$ cat config.mk
export PLATFORM = sky130hd
export DESIGN_NAME = rubik_wcmd_fifo
export DESIGN_NICKNAME = d
export VERILOG_FILES = /design/src/rtl/rubik_wcmd_fifo.sv
export SDC_FILE = /design/constraint.sdc
export NUM_CORES = 2
export LEC_CHECK = 0
export CAP_MARGIN = 20
export CORE_UTILIZATION = 57
export CTS_CLUSTER_SIZE = 30
export DETAILED_ROUTE_END_ITERATION = 16
export PLACE_DENSITY_LB_ADDON = 0.12
export RECOVER_POWER = 25
export SYNTH_ARGS = -nofsm -noshare
export SYNTH_HDL_FRONTEND = slang
export SYNTH_SLANG_ARGS = --single-unit
$ cat constraint.sdc
create_clock -name nvdla_core_clk -period 4.1 [get_ports nvdla_core_clk]
set_input_delay 0.41 -clock nvdla_core_clk [delete_from_list [all_inputs] [get_ports nvdla_core_clk]]
set_output_delay 0.41 -clock nvdla_core_clk [all_outputs]
set_load 0.05 [all_outputs]
$ cat src/rtl/rubik_wcmd_fifo.sv
// Write-command FIFO for the Rubik write path: registered input stage, 1R1W RAM with
// registered write port and registered read output, valid/ready on both sides.
module rubik_wcmd_fifo #(
  parameter int WIDTH    = 11,
  parameter int DEPTH    = 256,
  parameter int WR_LIMIT = 0
) (
  input  logic             nvdla_core_clk,
  input  logic             nvdla_core_rst,
  input  logic             idata_pvld,
  output logic             idata_prdy,
  input  logic [WIDTH-1:0] idata_pd,
  output logic             odata_pvld,
  input  logic             odata_prdy,
  output logic [WIDTH-1:0] odata_pd,
  input  logic [31:0]      pwrbus_ram_pd
);

  localparam int AW = $clog2(DEPTH);
  localparam int CW = AW + 1;
  localparam logic [CW-1:0] ONE_C   = CW'(1);
  localparam logic [CW-1:0] ZERO_C  = CW'(0);
  localparam logic [CW-1:0] LIMIT_C = ((WR_LIMIT == 0) || (WR_LIMIT > DEPTH)) ?
                                      CW'(DEPTH) : CW'(WR_LIMIT);
  localparam logic [AW-1:0] ADR_LAST_C = AW'(DEPTH - 1);
  localparam logic [AW-1:0] ADR_ZERO_C = AW'(0);

  // Input holding stage and write side
  logic             idata_prdy_r;
  logic             pvld_in_r;
  logic [WIDTH-1:0] pd_in_r;
  logic             wr_busy_r;
  logic [CW-1:0]    wr_count_r;
  logic [AW-1:0]    wr_adr_r;
  logic             wr_pop_r;

  // Registered RAM write port
  logic             we_r;
  logic [AW-1:0]    wa_r;
  logic [WIDTH-1:0] di_r;
  logic [WIDTH-1:0] mem_r [DEPTH];

  // Read side
  logic             rd_push_r;
  logic [CW-1:0]    rd_count_r;
  logic [AW-1:0]    rd_adr_r;
  logic [AW-1:0]    ra_r;
  logic             pvld_p_r;
  logic             odata_pvld_r;
  logic [WIDTH-1:0] odata_pd_r;

  // Combinational next-state terms
  logic             reserve_s;
  logic             pop_s;
  logic [CW-1:0]    wr_count_nxt_s;
  logic             busy_nxt_s;
  logic             prdy_nxt_s;
  logic [CW-1:0]    rd_count_nxt_s;
  logic             rd_enable_s;
  logic             odata_pvld_nxt_s;
  logic             clk_en_s;
  logic             ram_pd_unused_s;

  function automatic logic [AW-1:0] next_adr(input logic [AW-1:0] adr);
    return (adr == ADR_LAST_C) ? ADR_ZERO_C : adr + AW'(1);
  endfunction

  assign ram_pd_unused_s = ^pwrbus_ram_pd;

  assign reserve_s = pvld_in_r && !wr_busy_r;
  assign pop_s     = pvld_p_r && !(odata_pvld_r && !odata_prdy);

  // Write-side occupancy, busy flag and next input-ready value
  always_comb begin
    wr_count_nxt_s = wr_count_r;
    case ({reserve_s, wr_pop_r})
      2'b10:   wr_count_nxt_s = wr_count_r + ONE_C;
      2'b01:   wr_count_nxt_s = wr_count_r - ONE_C;
      default: wr_count_nxt_s = wr_count_r;
    endcase
    busy_nxt_s = (wr_count_nxt_s >= LIMIT_C);
    if (idata_pvld) begin
      prdy_nxt_s = !busy_nxt_s;
    end else begin
      prdy_nxt_s = !(pvld_in_r && busy_nxt_s && !reserve_s);
    end
  end

  // Read-side occupancy, RAM read enable and next output-valid value
  always_comb begin
    rd_count_nxt_s = rd_count_r;
    case ({rd_push_r, pop_s})
      2'b10:   rd_count_nxt_s = rd_count_r + ONE_C;
      2'b01:   rd_count_nxt_s = rd_count_r - ONE_C;
      default: rd_count_nxt_s = rd_count_r;
    endcase
    rd_enable_s      = (rd_count_nxt_s != ZERO_C) && (!pvld_p_r || pop_s);
    odata_pvld_nxt_s = pvld_p_r || (odata_pvld_r && !odata_prdy);
  end

  // Every state change is covered by one of these terms, so gating on them is invisible outside
  assign clk_en_s = idata_pvld || pvld_in_r || we_r || rd_push_r || pvld_p_r ||
                    wr_pop_r || odata_pvld_r || (busy_nxt_s != wr_busy_r) ||
                    (prdy_nxt_s != idata_prdy_r);

  // Input holding register, write-side counters and registered write port
  always_ff @(posedge nvdla_core_clk) begin
    if (nvdla_core_rst) begin
      idata_prdy_r <= 1'b1;
      pvld_in_r    <= 1'b0;
      pd_in_r      <= '0;
      wr_busy_r    <= 1'b0;
      wr_count_r   <= ZERO_C;
      wr_adr_r     <= ADR_ZERO_C;
      wr_pop_r     <= 1'b0;
      we_r         <= 1'b0;
      wa_r         <= ADR_ZERO_C;
      di_r         <= '0;
    end else if (clk_en_s) begin
      idata_prdy_r <= prdy_nxt_s;
      if (idata_prdy_r) begin
        pvld_in_r <= idata_pvld;
        if (idata_pvld) begin
          pd_in_r <= idata_pd;
        end
      end
      wr_busy_r  <= busy_nxt_s;
      wr_count_r <= wr_count_nxt_s;
      wr_pop_r   <= pop_s;
      we_r       <= reserve_s;
      if (reserve_s) begin
        wa_r     <= wr_adr_r;
        di_r     <= pd_in_r;
        wr_adr_r <= next_adr(wr_adr_r);
      end
    end
  end

  // RAM array write; storage itself carries no reset
  always_ff @(posedge nvdla_core_clk) begin
    if (we_r) begin
      mem_r[wa_r] <= di_r;
    end
  end

  // Read-side counters, prefetch flag and output register
  always_ff @(posedge nvdla_core_clk) begin
    if (nvdla_core_rst) begin
      rd_push_r    <= 1'b0;
      rd_count_r   <= ZERO_C;
      rd_adr_r     <= ADR_ZERO_C;
      ra_r         <= ADR_ZERO_C;
      pvld_p_r     <= 1'b0;
      odata_pvld_r <= 1'b0;
      odata_pd_r   <= '0;
    end else if (clk_en_s) begin
      rd_push_r  <= we_r;
      rd_count_r <= rd_count_nxt_s;
      pvld_p_r   <= (rd_count_nxt_s != ZERO_C);
      if (rd_enable_s) begin
        ra_r     <= rd_adr_r;
        rd_adr_r <= next_adr(rd_adr_r);
      end
      odata_pvld_r <= odata_pvld_nxt_s;
      if (pop_s) begin
        odata_pd_r <= mem_r[ra_r];
      end
    end
  end

  assign idata_prdy = idata_prdy_r;
  assign odata_pvld = odata_pvld_r;
  assign odata_pd   = odata_pd_r;

endmodule

# After elaboration in Yosys (flattened, before gate mapping)
# Memories as Yosys holds them, arrays and structs flattened. A register that Yosys moved wholly into a read port is not among the register bits.
# Cells that the tools add are included.
# op_classes
order_cmp	1
muxes	7
addsub	6
n_reduce_logical	29
n_eq_ne	8
# op_table
operator	count
$pmux 9 s2	2
$add 9x1->9 const B	2
$sub 9x1->9 const B	2
$add 8x1->8 const B	2
$eq 8x8->1 const B	2
$mux 8	2
$logic_or 1x1->1	10
$ge 9x9->1 const B	1
$reduce_bool 9->1	1
$reduce_and 2->1	4
$logic_not 1->1	7
$logic_and 1x1->1	6
$eq 2x1->1 const B	2
$eq 2x2->1 const B	2
$mux 1	3
$reduce_and 3->1	1
$ne 1x1->1	2
# totals
ramBits	2816
regBits	80
wordCells	68
input_bits	47
output_inout_bits	13
memories	1
# memory_table
memory	words	width	read_ports	rd_ports_with_merged_regs	write_ports	line_no	text
mem_r	256	11	1	1	1	41	logic [WIDTH-1:0] mem_r [DEPTH];

# Logic depth before layout (Yosys ltp)
# logic_depth
word_depth	12
mapped_depth	20
ltp_nobuf	13

# Worst setup path before layout
# No wires, ideal clock.
# synth_path
path_type	flip-flop to flip-flop
startpoint	reg pvld_in_r
endpoint	reg rd_count_r[0]
setup_slack_ps	-154
setup_time_ps	128
arrival_ps	4127
period_less_slack_ps	4254
required_ps	3972
path_buffers	7
path_stages_with_launch	21
cell_sequence	dfxtp_1 nor2b_1 clkbuf_1 inv_1 clkbuf_1 ha_1 buf_2 buf_1 clkbuf_1 xor2_1 ha_1 a21boi_0 o221ai_1 and2_0 a311oi_2 mux2i_1 buf_2 buf_2 nor2_1 xnor2_1 nor2_1
# synth_between
elab_chain_cells	10
word_cells_on_any_way	21
classes_between	1 x order compare; 4 x eq/ne; 2 x mux; 14 x reduce/logical
# synth_rtl
element	line_no	text
start: declaration	30	logic pvld_in_r;
start signal: assignment	122	pvld_in_r <= idata_pvld;
$logic_and 1x1->1	70	assign reserve_s = pvld_in_r && !wr_busy_r;
$eq 2x1->1 or $eq 2x2->1 (tied branches)	76	case ({reserve_s, wr_pop_r})
$pmux 9 s2	76	
$ge 9x9->1	81	busy_nxt_s = (wr_count_nxt_s >= LIMIT_C);
$logic_and 1x1->1 (2 in series)	85	prdy_nxt_s = !(pvld_in_r && busy_nxt_s && !reserve_s);
$logic_not 1->1	85	
$mux 1	82	if (idata_pvld) begin
$ne 1x1->1	104	(prdy_nxt_s != idata_prdy_r);
$logic_or 1x1->1 *	103	wr_pop_r || odata_pvld_r || (busy_nxt_s != wr_busy_r) ||
end signal: assignment	158	rd_count_r <= rd_count_nxt_s;
end: declaration	45	logic [CW-1:0] rd_count_r;
# Mark *: on every way between the ends. The rest lies on a longest branch, timed or not.
# A chain may end at the register's enable or synchronous reset.

# Final worst setup path
# layout_path
startpoint	reg di_r[2]
endpoint	mem mem_r[212][2], data pin
# layout_rtl
element	line_no	text
start: declaration	40	logic [WIDTH-1:0] di_r;
start signal: assignment	133	di_r <= pd_in_r;
end: declaration	41	
# Straight into the memory's write port.

==> run summary <==
RUN STATUS
------------------------------------------------------------------------------------------
Outcome ..................................................................... finished with violations
Violations in the final reports ............................................. capacitance limit, slew limit

WORST SETUP PATH
------------------------------------------------------------------------------------------
Capturing element of the worst setup path ................................... mem_r[212][2]
Worst r2r dst ............................................................... mem_r[212][2]
Reg2Reg Launch Point ........................................................      di_r[2]
Data arrival time of the critical path ......................................      4.11 ns
CP startpoint kind ..........................................................    flip-flop
FF-to-FF setup slack ........................................................      0.28 ns
CP endpoint kind ............................................................    flip-flop
Critical path startpoint ....................................................      di_r[2]
Slowest cell delay on critical path .........................................      2.10 ns
Required time at the worst-slack endpoint ...................................      4.39 ns
Top cell family by delay on the critical path ............................... buffers and inverters
Critical path cell sequence .................................................     clkbuf_2
CP Depth ....................................................................            1
Critical Path Slowest Stage Cell ............................................ sky130_fd_sc_hd__clkbuf_2
Total buffers and inverters traversed by the critical path ..................            1
Maximum fanout along the worst path .........................................          120
Classification of the worst setup path ......................................   reg -> reg
Register-to-Register Path Depth .............................................            1

CELLS AND AREA
------------------------------------------------------------------------------------------
Synth-to-Final Area Change ..................................................       13.75%
Area of all placed cells without fillers ....................................  128,500 um2
Number of nets in the layout ................................................        5,542
Proportion of layout cells with a drive suffix above 1 ......................       30.98%

STA
------------------------------------------------------------------------------------------
Setup Skew ..................................................................   0.04698 ns
Worst-case hold slack .......................................................   0.06475 ns
Post-route clock period utilization .........................................       93.24%
Clock period minus worst slack ..............................................     3.823 ns
Worst Tran Pin Value ........................................................     3.188 ns
Rel. slew slack .............................................................      -112.6%
Number of setup violations in the final report ..............................            0
Highest achievable clock rate ...............................................   0.2616 GHz
RSZ-0062 raised after global routing ........................................        false
Final-report max-slew violation count .......................................        1,266
Final count of hold timing violations .......................................            0

PWR
------------------------------------------------------------------------------------------
Worst VDD drop ..............................................................     376.5 uV
Switching pwr ...............................................................     18.02 mW
Total leakage power .........................................................     39.92 nW
Combinational Power Share ...................................................        19.0%
Total power divided by cell area ............................................ 566.7 nW/um2
Power Internal ..............................................................     54.79 mW
Portion of total power attributed to sequential cells .......................        45.1%
Portion of total power attributed to the clock network ......................        35.9%
Switching Share .............................................................       24.75%
Overall Power ...............................................................     72.81 mW

YOSYS
------------------------------------------------------------------------------------------
Cells after synthesis .......................................................        5,012
Share of Yosys cell area claimed by the top area cell type ..................       74.87%
Post-synth net total ........................................................        5,068
Main synth FF type .......................................................... sky130_fd_sc_hd__edfxtp_1
Most area-consuming cells after synthesis ................................... sky130_fd_sc_hd__edfxtp_1, sky130_fd_sc_hd__mux4_2, sky130_fd_sc_hd__dfxtp_1
Mapped cell area ............................................................  112,900 um2
Leading cell type by number of instances after synthesis .................... sky130_fd_sc_hd__edfxtp_1
Count of flip-flops with a built-in enable after synthesis ..................        2,816
List of most frequent post-synthesis cells .................................. sky130_fd_sc_hd__edfxtp_1, sky130_fd_sc_hd__mux4_2, sky130_fd_sc_hd__nor2_1, sky130_fd_sc_hd__clkbuf_1, sky130_fd_sc_hd__nand2_1
FFs w/ async S/R, synth .....................................................           0%
Leading area contributor after synthesis .................................... sky130_fd_sc_hd__edfxtp_1
Synthesized area per cell ...................................................    22.53 um2
Sequential-to-total area share from yosys stat ..............................       76.49%
Count of yosys warnings during synthesis ....................................            0
Netlist cell types ..........................................................           74
Flops & latches, synth ......................................................        2,907

FLOORPLAN
------------------------------------------------------------------------------------------
Initial core utilization ....................................................       57.33%
Count of standard-cell rows .................................................          163
Y dimension of the die ......................................................     447.1 um
Core box area ...............................................................  197,000 um2
Die area ....................................................................  199,900 um2
Die width ...................................................................     447.1 um
Top-Level Pins ..............................................................           60

GRT
------------------------------------------------------------------------------------------
Remaining global-route overflow .............................................            0
Largest net degree at the start of global routing ...........................          154
Total global routing track utilization ......................................       26.96%
Number of global-route vias before repair ...................................       53,520
First-pass GRT wire length ..................................................     382.0 mm
Antenna violations before repair ............................................            8

ROUTE
------------------------------------------------------------------------------------------
Met3 Wirelength .............................................................     18.61 mm
Router iterations before antenna repair .....................................            5
Post-route DRC ..............................................................            0
Highest metal layer with signal wires .......................................         met5
Count of nets left with antenna violations after detail routing .............            0
Total met2 wirelength after detailed routing ................................     128.9 mm
Routed WL ...................................................................     263.4 mm
Starting DRC count in detailed routing ......................................        6,028
Vias per cell ...............................................................        6.398
Overall via count from detail_route .........................................       53,370
WL per Instance .............................................................     31.58 um
Met1 layer wirelength in the final routing ..................................     107.5 mm

PLACED DESIGN
------------------------------------------------------------------------------------------
Placed instance area ........................................................  119,300 um2
Count of port buffers added during placement ................................           27
Placer's final routability congestion estimate ..............................       0.8279
Sum of net half-perimeters after detailed placement .........................     160.3 mm

CLOCK TREE
------------------------------------------------------------------------------------------
Number of buffers created by CTS ............................................          304
# resized after CTS .........................................................            0
Count of buffers added by post-CTS timing repair for setup ..................            0
Number of sinks on the clock net ............................................        2,907
Clock edge transition at the registers on the reported setup and hold paths .      0.07 ns
Root Buffer Master .......................................................... sky130_fd_sc_hd__clkbuf_16
TritonCTS clock tree ........................................................        built
Worst-Skew Late Latency .....................................................      0.93 ns
Max Buffers Root-to-Sink ....................................................            4
CTS H-tree lvls .............................................................            5

RUN
------------------------------------------------------------------------------------------
Max_cap viols ...............................................................           17

HOLD PATH
------------------------------------------------------------------------------------------
HP Class ....................................................................    in -> reg

[layer usage]
layer,global-route usage (%),vias up
met3,4.116,423
met5,0,-
met4,8.475,2
met1,39.11,28810
li1,-,22100
met2,42.87,2031
[cell families after synthesis]
kind of cell | count (synthesis) | share of synthesized area (%)
flip-flops | 2907 | 76.49
multiplexers | 954 | 18.35
AND/OR/NAND/NOR | 630 | 2.583
buffers and inverters | 311 | 1.273
AO/OA/AOI/OAI | 173 | 0.9893
XOR/XNOR | 28 | 0.2171
adder cells (fa/ha/maj) | 9 | 0.09971
[how the worst min path moves through the flow]
stage                            from         end  slack [ns]  cells past startpoint
after floorplan           pd_in_r[10]    di_r[10]        0.42                      2
after global placement     pd_in_r[5]     di_r[5]        0.43                      2
after detailed placement   pd_in_r[1]     di_r[1]        0.44                      2
after CTS                 idata_pd[2]  pd_in_r[2]        0.01                      3
after global routing      idata_pd[3]  pd_in_r[3]        0.05                      3
final                     idata_pd[3]  pd_in_r[3]        0.06                      3
[area by class of cell]
| class | count | area, um2 |
|---|---|---|
| Antenna cell | 3 | 7.507 |
| Clock buffer | 375 | 8000 |
| Clock inverter | 143 | 1303 |
| Fill cell | 12870 | 68540 |
| Inverter | 9 | 33.78 |
| Multi-Input combinational cell | 1794 | 25150 |
| Sequential cell | 2907 | 86410 |
| Tap cell | 2640 | 3303 |
| Timing Repair Buffer | 470 | 4265 |
[power groups by stage]
| stage | clock network, mW | logic [mW] | registers [mW] |
|---|---|---|---|
| after global placement | 0 | 13.9 | 33.5 |
| after CTS | 26.5 | 14.0 | 32.8 |
| after floorplan | 0 | 9.81 | 33.4 |
| after detailed placement | 0 | 14.0 | 33.5 |
| after global routing | 27.6 | 14.6 | 32.9 |
| final | 26.1 | 13.8 | 32.9 |
[state kept, by name, summed over array words and instances (netlist names), named ones only]
name and cells:
ra_r 8, rd_count_r 9, odata_pvld 1, wr_count_r 3, mem_r 2816, rd_push_r 1, odata_pd 11, pvld_p_r 1
pvld_in_r 1, wr_adr_r 8, wr_busy_r 1, we_r 1, idata_prdy 1, wr_pop_r 1, di_r 11, pd_in_r 11
wa_r 8, rd_adr_r 8
[through the flow]
| step | std cells | worst slack, ns | util (%) | TNS, ns |
|---|---|---|---|---|
| floorplan | 5012 | -0.05640 | - | -0.2286 |
| global placement | 7816 | 0.08454 | 60.55 | 0 |
| detailed placement | 7817 | 0.09735 | 60.55 | 0 |
| CTS | 8336 | 0.3896 | 65.28 | 0 |
| global route | 8339 | 0.07363 | 65.21 | 0 |
| finish | 8341 | 0.2770 | 65.21 | 0 |
[layout by cell type, fill, tap and decap left out, drive strengths merged, types with 10 or more instances in the layout]
master	count
clkdlybuf4s50	26
clkinv	109
inv	13
and3	10
nor2	307
o211ai	13
nand3	35
clkbuf	389
buf	429
xor2	13
a211oi	12
nand2b	19
a32oi	12
xnor2	15
nand4	27
nor3	14
bufinv	24
nand3b	13
nand2	127
mux4	891
dfxtp	91
mux2i	46
edfxtp	2816
o21ai	34
nor2b	31
mux2	17
a21oi	60
[what timing repair did]
action | CTS | global route
hold endpoints to repair | 1 | 0
endpoints found under the setup margin | 0 | 0
hold buffers | 1 | 0
(Power assumes the default switching activity.)
